## src/rtl/vx_cache_flush_seq.sv

```systemverilog
// Cache tag maintenance sequencer: walks every line once after reset (tag init) and on each flush request (tag flush), then waits for the pipeline to drain and signals completion.
// Latency: one op per cycle while seq_ready=1; the response follows the first pipe_idle cycle after the last op is accepted.
// Backpressure: seq_ready=0 stalls the walk with all seq_* outputs held; flush_rsp_valid is held until flush_rsp_ready.
// Optional: define VX_CACHE_FLUSH_PERF_EN to add the perf_flush_cycles counter port.
module vx_cache_flush_seq #(
    parameter int CACHE_SIZE = 1024,
    parameter int LINE_SIZE  = 16,
    parameter int NUM_BANKS  = 1,
    parameter int NUM_WAYS   = 1,
    parameter int WRITEBACK  = 0,
    localparam int LINES     = CACHE_SIZE / (LINE_SIZE * NUM_BANKS * NUM_WAYS),
    localparam int LSB       = (LINES > 2) ? $clog2(LINES) : 1
) (
    input  logic                clk,
    input  logic                reset,
    input  logic                flush_req_valid,
    output logic                flush_req_ready,
    output logic                flush_rsp_valid,
    input  logic                flush_rsp_ready,
    output logic                seq_valid,
    input  logic                seq_ready,
    output logic                seq_init,
    output logic                seq_flush,
    output logic [LSB-1:0]      seq_line_sel,
    output logic [NUM_WAYS-1:0] seq_way_sel,
    input  logic                pipe_idle,
    output logic                busy
`ifdef VX_CACHE_FLUSH_PERF_EN
    ,
    output logic [31:0]         perf_flush_cycles
`endif
);

    localparam int WAY_W = (NUM_WAYS > 1) ? $clog2(NUM_WAYS) : 1;
    localparam logic [LSB-1:0]   LAST_LINE = LSB'(LINES - 1);
    localparam logic [WAY_W-1:0] LAST_WAY  = WAY_W'(NUM_WAYS - 1);

    typedef enum logic [2:0] {
        ST_INIT,
        ST_IDLE,
        ST_FLUSH,
        ST_DRAIN,
        ST_RESP
    } state_t;

    state_t           state, state_n;
    logic [LSB-1:0]   line_ctr, line_n;
    logic [WAY_W-1:0] way_ctr, way_n;
    logic             last_way;

    // State and walk counters; reset restarts the init walk at line 0
    always_ff @(posedge clk) begin
        if (reset) begin
            state    <= ST_INIT;
            line_ctr <= '0;
            way_ctr  <= '0;
        end else begin
            state    <= state_n;
            line_ctr <= line_n;
            way_ctr  <= way_n;
        end
    end

    // Next-state, counter advance and op outputs; outputs depend only on registered state so they hold during stalls
    always_comb begin
        state_n         = state;
        line_n          = line_ctr;
        way_n           = way_ctr;
        flush_req_ready = 1'b0;
        flush_rsp_valid = 1'b0;
        seq_valid       = 1'b0;
        seq_init        = 1'b0;
        seq_flush       = 1'b0;
        seq_line_sel    = line_ctr;
        seq_way_sel     = '1;
        // Without writeback every op covers all ways, so the way loop collapses to one step
        last_way        = (WRITEBACK == 0) || (way_ctr == LAST_WAY);

        case (state)
            ST_INIT: begin
                seq_valid = 1'b1;
                seq_init  = 1'b1;
                if (seq_ready) begin
                    if (line_ctr == LAST_LINE) begin
                        line_n  = '0;
                        state_n = ST_IDLE;
                    end else begin
                        line_n = line_ctr + LSB'(1);
                    end
                end
            end
            ST_IDLE: begin
                flush_req_ready = 1'b1;
                if (flush_req_valid) begin
                    line_n  = '0;
                    way_n   = '0;
                    state_n = ST_FLUSH;
                end
            end
            ST_FLUSH: begin
                seq_valid = 1'b1;
                seq_flush = 1'b1;
                if (WRITEBACK != 0) begin
                    seq_way_sel = NUM_WAYS'(1) << way_ctr;
                end
                if (seq_ready) begin
                    if (last_way) begin
                        way_n = '0;
                        if (line_ctr == LAST_LINE) begin
                            line_n  = '0;
                            state_n = ST_DRAIN;
                        end else begin
                            line_n = line_ctr + LSB'(1);
                        end
                    end else begin
                        way_n = way_ctr + WAY_W'(1);
                    end
                end
            end
            ST_DRAIN: begin
                if (pipe_idle) begin
                    state_n = ST_RESP;
                end
            end
            ST_RESP: begin
                flush_rsp_valid = 1'b1;
                if (flush_rsp_ready) begin
                    state_n = ST_IDLE;
                end
            end
            default: begin
                state_n = ST_INIT;
            end
        endcase
    end

    assign busy = (state != ST_IDLE);

`ifdef VX_CACHE_FLUSH_PERF_EN
    // Cycles spent servicing flushes (walk, drain, response); saturates instead of wrapping
    always_ff @(posedge clk) begin
        if (reset) begin
            perf_flush_cycles <= '0;
        end else if ((state == ST_FLUSH || state == ST_DRAIN || state == ST_RESP)
                     && (perf_flush_cycles != '1)) begin
            perf_flush_cycles <= perf_flush_cycles + 32'd1;
        end
    end
`endif

endmodule
```

## config.mk

```make
export PLATFORM = sky130hd
export DESIGN_NAME = vx_cache_flush_seq
export DESIGN_NICKNAME = d
export VERILOG_FILES = /design/src/rtl/vx_cache_flush_seq.sv
export SDC_FILE = /design/constraint.sdc
export NUM_CORES = 1
export LEC_CHECK = 0
export ABC_AREA = 1
export BUFFER_PORTS_ARGS = -buffer_cell sky130_fd_sc_hd__buf_2
export CAP_MARGIN = 15
export CORE_AREA = 2 2 39 41
export CTS_CLUSTER_SIZE = 16
export DETAILED_ROUTE_END_ITERATION = 8
export DIE_AREA = 0 0 41 43
export GPL_TIMING_DRIVEN = 0
export PLACE_DENSITY_LB_ADDON = 0.1
export SYNTH_ARGS = -nofsm -noshare
export SYNTH_HDL_FRONTEND = slang
export SYNTH_SLANG_ARGS = --single-unit
```

## constraint.sdc

```tcl
create_clock -name clk -period 2.1 [get_ports clk]
set_input_delay 0.42 -clock clk [delete_from_list [all_inputs] [get_ports clk]]
set_output_delay 0.42 -clock clk [all_outputs]
set_load 0.03 [all_outputs]
```

==> impl_metrics.tcl <==
set metrics [dict create \
    status "complete, no violations" \
    setup_viol 0 \
    fin_util 0.584 \
    io_pins 19 \
    cts_setup_buffers 0 \
    die_w_um 41 \
    synth_compound_area_frac 0.0887 \
    totalWireLength_mm 1.35 \
    worstSetupPathType "register to output pin" \
    ant_nets 0 \
    hold_violations 0 \
    cts.path.max_buffers 2 \
    setup_tns_ns 0 \
    fillers 123 \
    synth.avg_cell_area_um2 6.84 \
    cts_buffers 3 \
    synth_fa_ha_area_frac 0.0185 \
    grtUsageTotal 0.181 \
    start_kind "register" \
    min_from "reset" \
    syn_to_final_growth_pct 19.4 \
    seq_area_frac_synth 0.266 \
    post_cts_resized 0 \
    grt_pass1_wl_mm 2.19 \
    grt_antenna_before_repair 0 \
    cp.arrival_ns 1.27 \
    p_leak_nw 0.393 \
    slew_viol_final 0 \
    synth_seq_cells 9 \
    worstSkewPairLatency_ns 0.26 \
    synth_top_family_by_area "simple AND/OR/NAND/NOR gates" \
    end_kind "output pin" \
    nets 128 \
    irDropWorstVdd_uv 304 \
    cts_hold_buf 0 \
    drive_above_1_share 0.333 \
    worstPathMaxFanout 6 \
    dp_slack_ns 0.685 \
    maxCapViolations 0 \
    gp_congestion 0.704 \
    drc 0 \
    crit_start "state[0]$_SDFFE_PP0P_" \
    rsz0062_at_grt "false" \
    num_antenna_cells 0 \
    dieHeight_um 43 \
    fin_crit_ns 1.69 \
    syn_inst 99 \
    yosysUniqueCellTypes 24 \
    via_count 645 \
    final.setup.worst_slack_ns 0.413 \
    hold_path_class "input port to register" \
    hpwlAfterDp_mm 1.07 \
    num_rows 14 \
    cts_tree "built" \
    post_drt_wl_per_cell_um 9.89 \
    drtPass1Iterations 1 \
    cts-root-buf "clkbuf_4" \
    finalCritPeriodShare 0.803 \
    power.density_nw_per_um2 451 \
    synth-simple-area-share 0.495 \
    multiInputGateArea_um2 420 \
    cp.required_ns 1.68 \
    clkTransAtPathRegs_ns 0.06 \
    drt_iter0_markers 0 \
    port_buffers 17 \
    r2r-start "seq_line_sel[0]$_SDFFE_PP0P_" \
    start_util 0.489 \
    dieArea_um2 1760 \
    grt_max_degree 9 \
    grt_overflow_total 0 \
    finalClockSkew_ns 0.00417 \
    muxShareOfSynthArea 0 \
    first_global_vias 546 \
    via_per_inst 4.74 \
    fmax_ghz 0.593 \
    core_area_um2 1380 \
    synth_fp_nets 106 \
    ff_latch_area_um2 180 \
    htree_num_levels 1 \
    cts_num_sinks 9 \
    synthXorXnorAreaFrac 0.0129 \
    synth_warnings 0 \
    syn_area_um2 677 \
]
report_power, final:
part           internal (mW)  switching (mW)
clock                 0.0732          0.0606
combinational         0.0186          0.0339
sequential             0.175         0.00404
total                  0.266          0.0986
Yosys cell counts:
| library cell | count | area, um2 |
|---|---|---|
| nand3_1 | 8 | 40.0 |
| a21oi_1 | 5 | 25.0 |
| nor2_2 | 1 | 6.26 |
| nor3b_1 | 1 | 7.51 |
| nand3_2 | 1 | 10.0 |
| o21ai_4 | 1 | 16.3 |
| ha_1 | 1 | 12.5 |
| inv_2 | 3 | 11.3 |
| nor2_1 | 15 | 56.3 |
| xor2_1 | 1 | 8.76 |
| nor3_1 | 2 | 10.0 |
| nand2_4 | 6 | 67.6 |
| o21ai_2 | 1 | 8.76 |
| nand2_1 | 22 | 82.6 |
| o21ai_0 | 2 | 10.0 |
| nand2_2 | 1 | 6.26 |
| dfxtp_1 | 9 | 180 |
| inv_1 | 12 | 45.0 |
| conb_1 | 1 | 3.75 |
| nor2_8 | 1 | 20.0 |
| inv_4 | 2 | 12.5 |
| buf_4 | 1 | 7.51 |
| nand3_4 | 1 | 17.5 |
| nor2_4 | 1 | 11.3 |
final timing paths:
| check | slack, ns | depth (start not counted) | to |
|---|---|---|---|
| worst min register to register | 0.53 | 2 | seq_line_sel[4]$_SDFFE_PP0P_ |
| worst min-delay path | 0.35 | 2 | seq_line_sel[2]$_SDFFE_PP0P_ |
| worst max-delay path | 0.41 | 6 | seq_flush |
| worst max register to register | 0.70 | 6 | seq_line_sel[0]$_SDFFE_PP0P_ |
placed cells by master (no fill, tap or decap), types with 2 or more instances in the layout:
cell type,netlist,layout
inv_4,2,2
nand2_1,22,22
nand2_4,6,6
dfxtp_1,9,9
clkbuf_4,0,3
o21ai_0,2,2
nand3_1,8,8
inv_1,12,12
buf_2,0,17
nor2_1,15,15
inv_2,3,3
a21oi_1,5,5
nor3_1,2,2
per-stage QoR:
stage	area, um2	std cells	power (mW)	hold WS [ns]
after floorplan	677	99	0.221	0.489
after global placement	782	132	0.234	0.509
after detailed placement	782	132	0.235	0.516
after CTS	808	136	0.367	0.352
after global routing	808	136	0.385	0.346
final	808	136	0.365	0.351
critical path, cell delays in order (launching register included):
cell and delay [ns]:
dfxtp_1 0.45, inv_2 0.10, nand2_4 0.11, inv_4 0.06
nand2_1 0.08, inv_1 0.04, buf_2 0.16
state kept, by name, indices dropped and copies added (netlist names):
signal / cells
seq_line_sel: 6
state: 3
area by class of cell:
type                       instances  share of cell area
buffer                             1             0.00929
clock buffer                       4              0.0325
inverter                          17              0.0851
multi-input combinational         72               0.520
sequential                         9               0.223
tap                               16              0.0248
timing repair buffer              17               0.105
cells by family after synthesis:
logic type                 Yosys count
AOI/OAI and AO/OA                    9
buffers and inverters               18
DFF                                  9
xor gates and xnor gates             1
adders and majority gates            1
and+or+nand+nor                     60
other                                1
layer usage:
| layer | up-vias | share of wire | global-route usage |
|---|---|---|---|
| met2 | 14 | 0.52 | 0.309 |
| met1 | 284 | 0.43 | 0.203 |
| met5 | - | 0 | 0 |
| met3 | 2 | 0.049 | 0.0314 |
| li1 | 345 | - | - |
| met4 | 0 | 0.0067 | 0.0800 |
Note: power is estimated with default switching activity, not from simulation.
